## config.mk

```make
export PLATFORM = sky130hd
export DESIGN_NAME = free_list
export DESIGN_NICKNAME = d
export VERILOG_FILES = /design/src/rtl/sys_defs_pkg.sv /design/src/rtl/free_list.sv
export SDC_FILE = /design/constraint.sdc
export NUM_CORES = 1
export LEC_CHECK = 0
export CELL_PAD_IN_SITES_DETAIL_PLACEMENT = 1
export CELL_PAD_IN_SITES_GLOBAL_PLACEMENT = 2
export CORE_MARGIN = 4
export CORE_UTILIZATION = 40
export CTS_BUF_LIST = sky130_fd_sc_hd__clkbuf_8
export DETAILED_ROUTE_END_ITERATION = 16
export PLACE_DENSITY_LB_ADDON = 0.1
export SYNTH_ARGS = -nofsm -noshare
export SYNTH_HDL_FRONTEND = slang
export SYNTH_SLANG_ARGS = --single-unit
```

## constraint.sdc

```tcl
create_clock -name clk -period 3.6 [get_ports clk]
set_clock_uncertainty 0.1 [all_clocks]
set_input_delay 0.9 -clock clk [delete_from_list [all_inputs] [get_ports clk]]
set_output_delay 0.9 -clock clk [all_outputs]
set_load 0.005 [all_outputs]
```

## src/rtl/sys_defs_pkg.sv

```systemverilog
// Shared machine parameters for the rename stage: register file sizes,
// free-list pointer widths and the branch resolution encoding from the ROB.
package sys_defs_pkg;

  localparam int PRF_NUM    = 64;
  localparam int ARF_NUM    = 32;
  localparam int FL_NUM     = PRF_NUM - ARF_NUM;
  localparam int FL_PTR_W   = $clog2(FL_NUM);
  localparam int PRF_IDX_W  = $clog2(PRF_NUM);
  localparam int BR_STATE_W = 2;

  typedef enum logic [BR_STATE_W-1:0] {
    BR_NONE       = 2'd0,
    BR_PR_CORRECT = 2'd1,
    BR_PR_WRONG   = 2'd2
  } br_state_e;

endpackage

```

## src/rtl/free_list.sv

```systemverilog
// Physical register free list: circular FIFO of free tags, popped at dispatch,
// pushed at retire, with head rollback on branch misprediction.
module free_list #(
  parameter int FL_NUM  = sys_defs_pkg::FL_NUM,
  parameter int ARF_NUM = sys_defs_pkg::ARF_NUM
) (
  input  logic                                clk,
  input  logic                                rst,
  input  logic                                dispatch_en_i,
  input  logic                                retire_en_i,
  input  logic [sys_defs_pkg::PRF_IDX_W-1:0]  retire_tag_i,
  input  logic [sys_defs_pkg::BR_STATE_W-1:0] br_state_i,
  input  logic [sys_defs_pkg::FL_PTR_W:0]     rc_head_i,
  output logic [sys_defs_pkg::PRF_IDX_W-1:0]  free_tag_o,
  output logic [sys_defs_pkg::FL_PTR_W:0]     head_o,
  output logic                                empty_o,
  output logic [sys_defs_pkg::FL_PTR_W:0]     count_o
);

  localparam int IW = sys_defs_pkg::FL_PTR_W;
  localparam int TW = sys_defs_pkg::PRF_IDX_W;
  localparam logic [IW:0] FULL_COUNT = FL_NUM[IW:0];

  logic [TW-1:0] entries [FL_NUM];
  logic [IW:0]   head;
  logic [IW:0]   tail;
  logic          empty;
  logic          recover;
  logic          pop;
  logic          push;

  assign empty   = (head == tail);
  assign recover = (br_state_i == sys_defs_pkg::BR_PR_WRONG);
  assign pop     = dispatch_en_i && !empty && !recover;
  assign push    = retire_en_i;

  assign free_tag_o = entries[head[IW-1:0]];
  assign head_o     = head;
  assign empty_o    = empty;
  assign count_o    = tail - head;

  // Reset leaves the FIFO full of the tags not claimed by the architectural map.
  always_ff @(posedge clk or negedge rst) begin
    if (!rst) begin
      head <= '0;
      tail <= {1'b1, {IW{1'b0}}};
    end else begin
      if (recover) begin
        head <= rc_head_i;
      end else if (pop) begin
        head <= head + 1'b1;
      end
      if (push) begin
        tail <= tail + 1'b1;
      end
    end
  end

  always_ff @(posedge clk or negedge rst) begin
    if (!rst) begin
      for (int i = 0; i < FL_NUM; i++) begin
        entries[i] <= TW'(ARF_NUM + i);
      end
    end else if (push) begin
      entries[tail[IW-1:0]] <= retire_tag_i;
    end
  end

  // A push into a full list would overwrite a tag that is still free.
  no_push_when_full: assert property (@(posedge clk) disable iff (!rst)
    !(retire_en_i && (count_o == FULL_COUNT)));

endmodule

```

# == Word level (Yosys, flattened, before mapping) ==
# Index checks and enable logic that the tools add are counted.
# totals
elab_cells,58
output_inout_bits,19
regBits,204
input_bits,18
# classes
add_sub_neg,3
bitwise,2
mux,8
order_cmp,3
reduce_logical,6
eq_ne,2
# op_table
operator,count
bitwise mux 192 bit,1
binary-select mux 6 bit (select 5 bit),1
demux 6 bit (select 5 bit),1
two-way mux 6 bit,5
adder 6 x 1 -> 6 bit (second input constant),2
>= comparator 6 bit (second input constant),2
NOT 5 -> 6 bit,2
== test 6 bit,1
less-than comparator 6 x 1 -> 1 bit (second input constant),1
subtractor 6 bit,1
logical AND 1 bit,3
== test 2 bit (second input constant),1
zero test 1 bit,2
nonzero test 2 bit,1

# == Depth between registers and ports, before layout ==
# depth
word_depth,6
mapped_depth,9
mapped_depth_nobuf,8

# == Least setup slack after synthesis ==
# OpenSTA, ideal clock, no wires.
# synth_timing
kind,register -> output
startpoint,reg head[1] (netlist: head_o[1])
endpoint,out count_o[5] (netlist name)
required_time_ps,2600
path_stages_with_launch,10
arrival_ps,2006
path_buffers,3
slack_ps,594
path_cell_list,dfrtp_1 > buf_2 > buf_2 > buf_2 > inv_1 > ha_1 > nor2b_1 > o21ai_0 > a21oi_1 > o211ai_1
# synth_via
elab_chain_cells,1
# synth_rtl
item,line,source
"start, declared",free_list.sv:25,logic [IW:0] head;
"start signal, assigned",free_list.sv:49,head <= rc_head_i;
"start signal, assigned",free_list.sv:51,head <= head + 1'b1;
subtractor 6 bit,free_list.sv:40,assign count_o = tail - head;
"end, declared",free_list.sv:17,output logic [sys_defs_pkg::FL_PTR_W:0] count_o
# No other way between the ends.

# == Final worst setup path ==
# layout_timing
startpoint,reg head[0] (netlist: head_o[0])
endpoint,out free_tag_o[0] (netlist name)
# layout_via
elab_chain_cells,4
# layout_rtl
item,line,source
NOT 5 -> 6 bit (not written as such),free_list.sv:37,assign free_tag_o = entries[head[IW-1:0]];
binary-select mux 6 bit (select 5 bit),free_list.sv:37,
two-way mux 6 bit (not written as such) (2 in a row),free_list.sv:37,
"end, declared",free_list.sv:14,"output logic [sys_defs_pkg::PRF_IDX_W-1:0] free_tag_o,"
# No other way between the ends. The select of a mux whose other input is x is not followed.

==> impl_results.md <==
- Required time worst endpoint: roughly 2.6 ns
- Status: completed
- TritonCTS clock tree: yes
- Relative area change from synthesis to final layout: 19.5%
- Overall die height: around 160 um
- Worst setup timing slack at the placement stage: approximately 0.059 ns
- Largest area contributor in the synthesized netlist: sky130_fd_sc_hd__dfstp_2
- Yosys synthesis warning count: 0
- Number of library cell types mapped by synthesis: 46
- Gr ovfl total: 0
- Final GP Congestion: around 0.74
- Number of DRC violations after detailed-routing iteration 0: roughly 280
- Count of flip-flops with a built-in enable after synthesis: 0
- Kind of start point of the critical path: flip-flop
- Length in cells of the worst reg-to-reg path: 6
- Setup repair after global routing missed its margin: true
- Area of all sequential standard cells: approximately 5300 um^2
- Remaining antenna violation count: 0
- Internal power of the cells: ~6.8 mW
- Pwr/cell area: approximately 840 nW/um^2
- Share of the synthesized area in the top cell type: about 30%
- Period utilisation layout: a little over nine tenths
- Post-synthesis area per instance: around 15 um^2
- Post-Synth Adder-Cell Area: under 10%
- Tot Pwr: roughly 9.9 mW
- Antenna diode count: 0
- H-tree lvl count: 2
- Leak Pwr: between 4 and 5 nW
- TritonCTS sink count: 204
- Post-synth net total: 706
- Drt total wl: roughly 26 mm
- Die outline area: 27200 um^2
- Comb power frac: between 30% and 40%
- Global-route wire length before repair: a little over 40 mm
- Reported net switching power: 3.16 mW
- IR Drop Worst-Case VDD: 0.340 mV
- Number of global-route vias before repair: 6843
- Library cell with the highest instance count after synthesis: sky130_fd_sc_hd__mux2_2
- Core Box Area: 24200 um^2
- Share of the synthesized area in compound gates (AO/OA/AOI/OAI): 4.22%
- Largest family of logic cells by synthesized area: multiplexers
- Number of remaining DRC errors: 0
- Initial Util: around two fifths
- CTS Root Buffer Type: sky130_fd_sc_hd__clkbuf_8
- Max Buffers Root-to-Sink: 3
- Biggest area contributors in the synthesized netlist: sky130_fd_sc_hd__dfstp_2 (30%), sky130_fd_sc_hd__dfrtp_1 (23%), sky130_fd_sc_hd__mux2_2 (21%), sky130_fd_sc_hd__mux4_2 (8.5%), sky130_fd_sc_hd__mux2i_1 (2.3%)
- Total number of vias: just over 6k
- # hold bufs at CTS: 0
- Worst reg2reg setup slack: 1.09 ns
- Mapped Cells: about 680
- Critical path class: reg -> out
- Startpoint of the worst setup timing path: head_o[0]$_DFFE_PN0P_
- Area of the mapped netlist: approximately 9900 um^2
- Maximum number of pins on one net before global-route repair: 73
- Max Transition Viols Final: 0
- TritonRoute pass-1 iters: 4
- Worst reg2reg path startpoint: head_o[0]$_DFFE_PN0P_
- Area of the multi-input gates: 4400 um^2
- Part of the power in the clock network: a little over a fifth
- DR vias/cell: ~5.4
- Initial antenna violation count: 0
- Worst-skew pair later-pin latency: about 0.52 ns
- Average wire per cell in the routed design: about 23 um
- Port Buf Inserts: 36
- Capturing element type of the critical path: primary output
- Post-synthesis sequential area ratio: between 50% and 60%
- Yosys reg bits: 204
- Peak fanout along the critical path: 7
- Max-cap violations: 0
- Share of post-route cells with drive strength above 1: about three fifths
- X dimension of the die: around 160 um
- Worst min-delay path category: in -> async
- All-Layer GR Usage: 19.6%
- R2r endpoint: head_o[0]$_DFFE_PN0P_
- Number of buffers added by the clock tree synthesis step: 37
- IO Pins: 37
- Worst-path clk slew: approximately 0.06 ns
- Actual transition at the worst max-transition pin: between 0.9 and 1 ns
- Final Hold Vio Count: 0
- Highest achievable clock rate: between 200 and 300 MHz
- Register share of total power: 40.8%
- Filler cells: about 2.4k
- Share of async-settable or async-resettable flops after synthesis: between 90% and 100%
- Area share of and/or/nand/nor cells after synthesis: under 10%
- Arrival time of data at the critical path endpoint: approximately 2.5 ns
- Predominant post-synthesis flop cell: sky130_fd_sc_hd__dfstp_2
- Smallest setup slack after layout: ~0.088 ns
- Final worst path period need: about 3.5 ns
- Setup TNS Final: 0 ns
- Number of nets in the layout: between 700 and 800
- Half-perimeter wire length after placement: between 15 and 20 mm
- Cell Rows: 57
- Xor/xnor share of the synthesized area: less than 1%
- Count of endpoints failing setup in the final report: 0
- Multiplexer area fraction after synthesis: 32.7%
- Worst relative slew slack: ~36%
- Most instantiated cells after synthesis: sky130_fd_sc_hd__mux2_2 (187), sky130_fd_sc_hd__dfstp_2 (113), sky130_fd_sc_hd__dfrtp_1 (91), sky130_fd_sc_hd__mux4_2 (37), sky130_fd_sc_hd__clkbuf_1 (25)
- Net switching share of the total power: roughly a third
-- critical path: stages, from the launching register on --
cell and delay, ns:
sky130_fd_sc_hd__dfrtp_4 0.56, sky130_fd_sc_hd__buf_12 0.17, sky130_fd_sc_hd__buf_4 0.13, sky130_fd_sc_hd__mux4_2 0.43, sky130_fd_sc_hd__a22o_1 0.22, sky130_fd_sc_hd__a211oi_2 0.15
sky130_fd_sc_hd__buf_4 0.16, sky130_fd_sc_hd__a21oi_1 0.04, sky130_fd_sc_hd__buf_2 0.14
-- power groups by stage --
stage | registers [mW] | logic [mW] | clock network, mW
2_1_floorplan | 3.86 | 2.46 | 0
3_3_place_gp | 4.07 | 3.44 | 0
3_5_place_dp | 4.14 | 3.56 | 0
4_1_cts | 4.06 | 3.80 | 2.20
5_1_grt | 4.18 | 4.08 | 2.32
6_report | 4.06 | 3.77 | 2.12
-- placed cells by master (no fill, tap or decap), types with 6 or more instances in the layout --
| cell type | n |
|---|---|
| sky130_fd_sc_hd__mux4_2 | 37 |
| sky130_fd_sc_hd__dfrtp_1 | 87 |
| sky130_fd_sc_hd__nor2_1 | 22 |
| sky130_fd_sc_hd__a21oi_1 | 8 |
| sky130_fd_sc_hd__mux2_2 | 187 |
| sky130_fd_sc_hd__nand2_1 | 16 |
| sky130_fd_sc_hd__inv_1 | 28 |
| sky130_fd_sc_hd__mux2i_1 | 23 |
| sky130_fd_sc_hd__dfstp_2 | 113 |
| sky130_fd_sc_hd__clkdlybuf4s50_1 | 27 |
| sky130_fd_sc_hd__ha_1 | 10 |
| sky130_fd_sc_hd__nand3_1 | 13 |
| sky130_fd_sc_hd__nor3_2 | 6 |
| sky130_fd_sc_hd__o221ai_1 | 10 |
| sky130_fd_sc_hd__buf_12 | 8 |
| sky130_fd_sc_hd__o21ai_0 | 7 |
| sky130_fd_sc_hd__buf_4 | 52 |
| sky130_fd_sc_hd__clkbuf_8 | 48 |
-- per-stage QoR --
stage	util, %	instances	hold slack (ns)	instance area, um^2
after floorplan	-	677	0.359	9850
after global placement	44.3	1033	0.368	10800
after detailed placement	44.3	1033	0.386	10800
after CTS	48.5	1122	0.296	11800
after global routing	48.6	1123	0.315	11800
final	48.6	1123	0.290	11800
-- routing by layer --
metal	vias to the layer above	share of wire [%]	global-route usage (%)
met5	-	0	0
met4	0	1.9	5.22
met3	37	3.5	3.27
met2	103	50	33.5
met1	3208	45	26.1
li1	2709	-	-
-- cell type report --
type | count | area share, %
sequential | 204 | 44.6
multi-input combinational | 417 | 37.4
clock buffer | 47 | 5.49
timing repair buffer | 99 | 7.99
tap | 324 | 3.44
clock inverter | 21 | 0.723
inverter | 11 | 0.351
-- what timing repair did --
item / 4_1_cts / 5_1_grt
resized for setup: 39 / 6
setup endpoints to repair: 12 / 4
setup buffers: 20 / 1
pin swaps: 11 / 2
cloned: 1 / 0
-- worst max-delay path by stage --
stage,endpoint,slack [ns],cells past startpoint
CTS,free_tag_o[0],0.01,8
global route,free_tag_o[3],0.002,6
finish,free_tag_o[0],0.09,8
detailed placement,free_tag_o[4],0.06,6
global placement,free_tag_o[4],0.09,6
floorplan,count_o[5],0.59,9
-- sequential cells by signal (all words and copies together) (netlist names) --
name and flops:
tail 6, entries 192, head_o 6
-- kinds of logic (layout without fill, tap and decap cells) --
kind of cell,count (synthesis),in the layout
muxes,252,252
DFF,204,204
and+or+nand+nor,86,86
AOI/OAI and AO/OA,59,59
buffers and inverters,56,178
adders and majority gates,11,11
xor gates and xnor gates,9,9
Power figures use the tool's default switching activity.
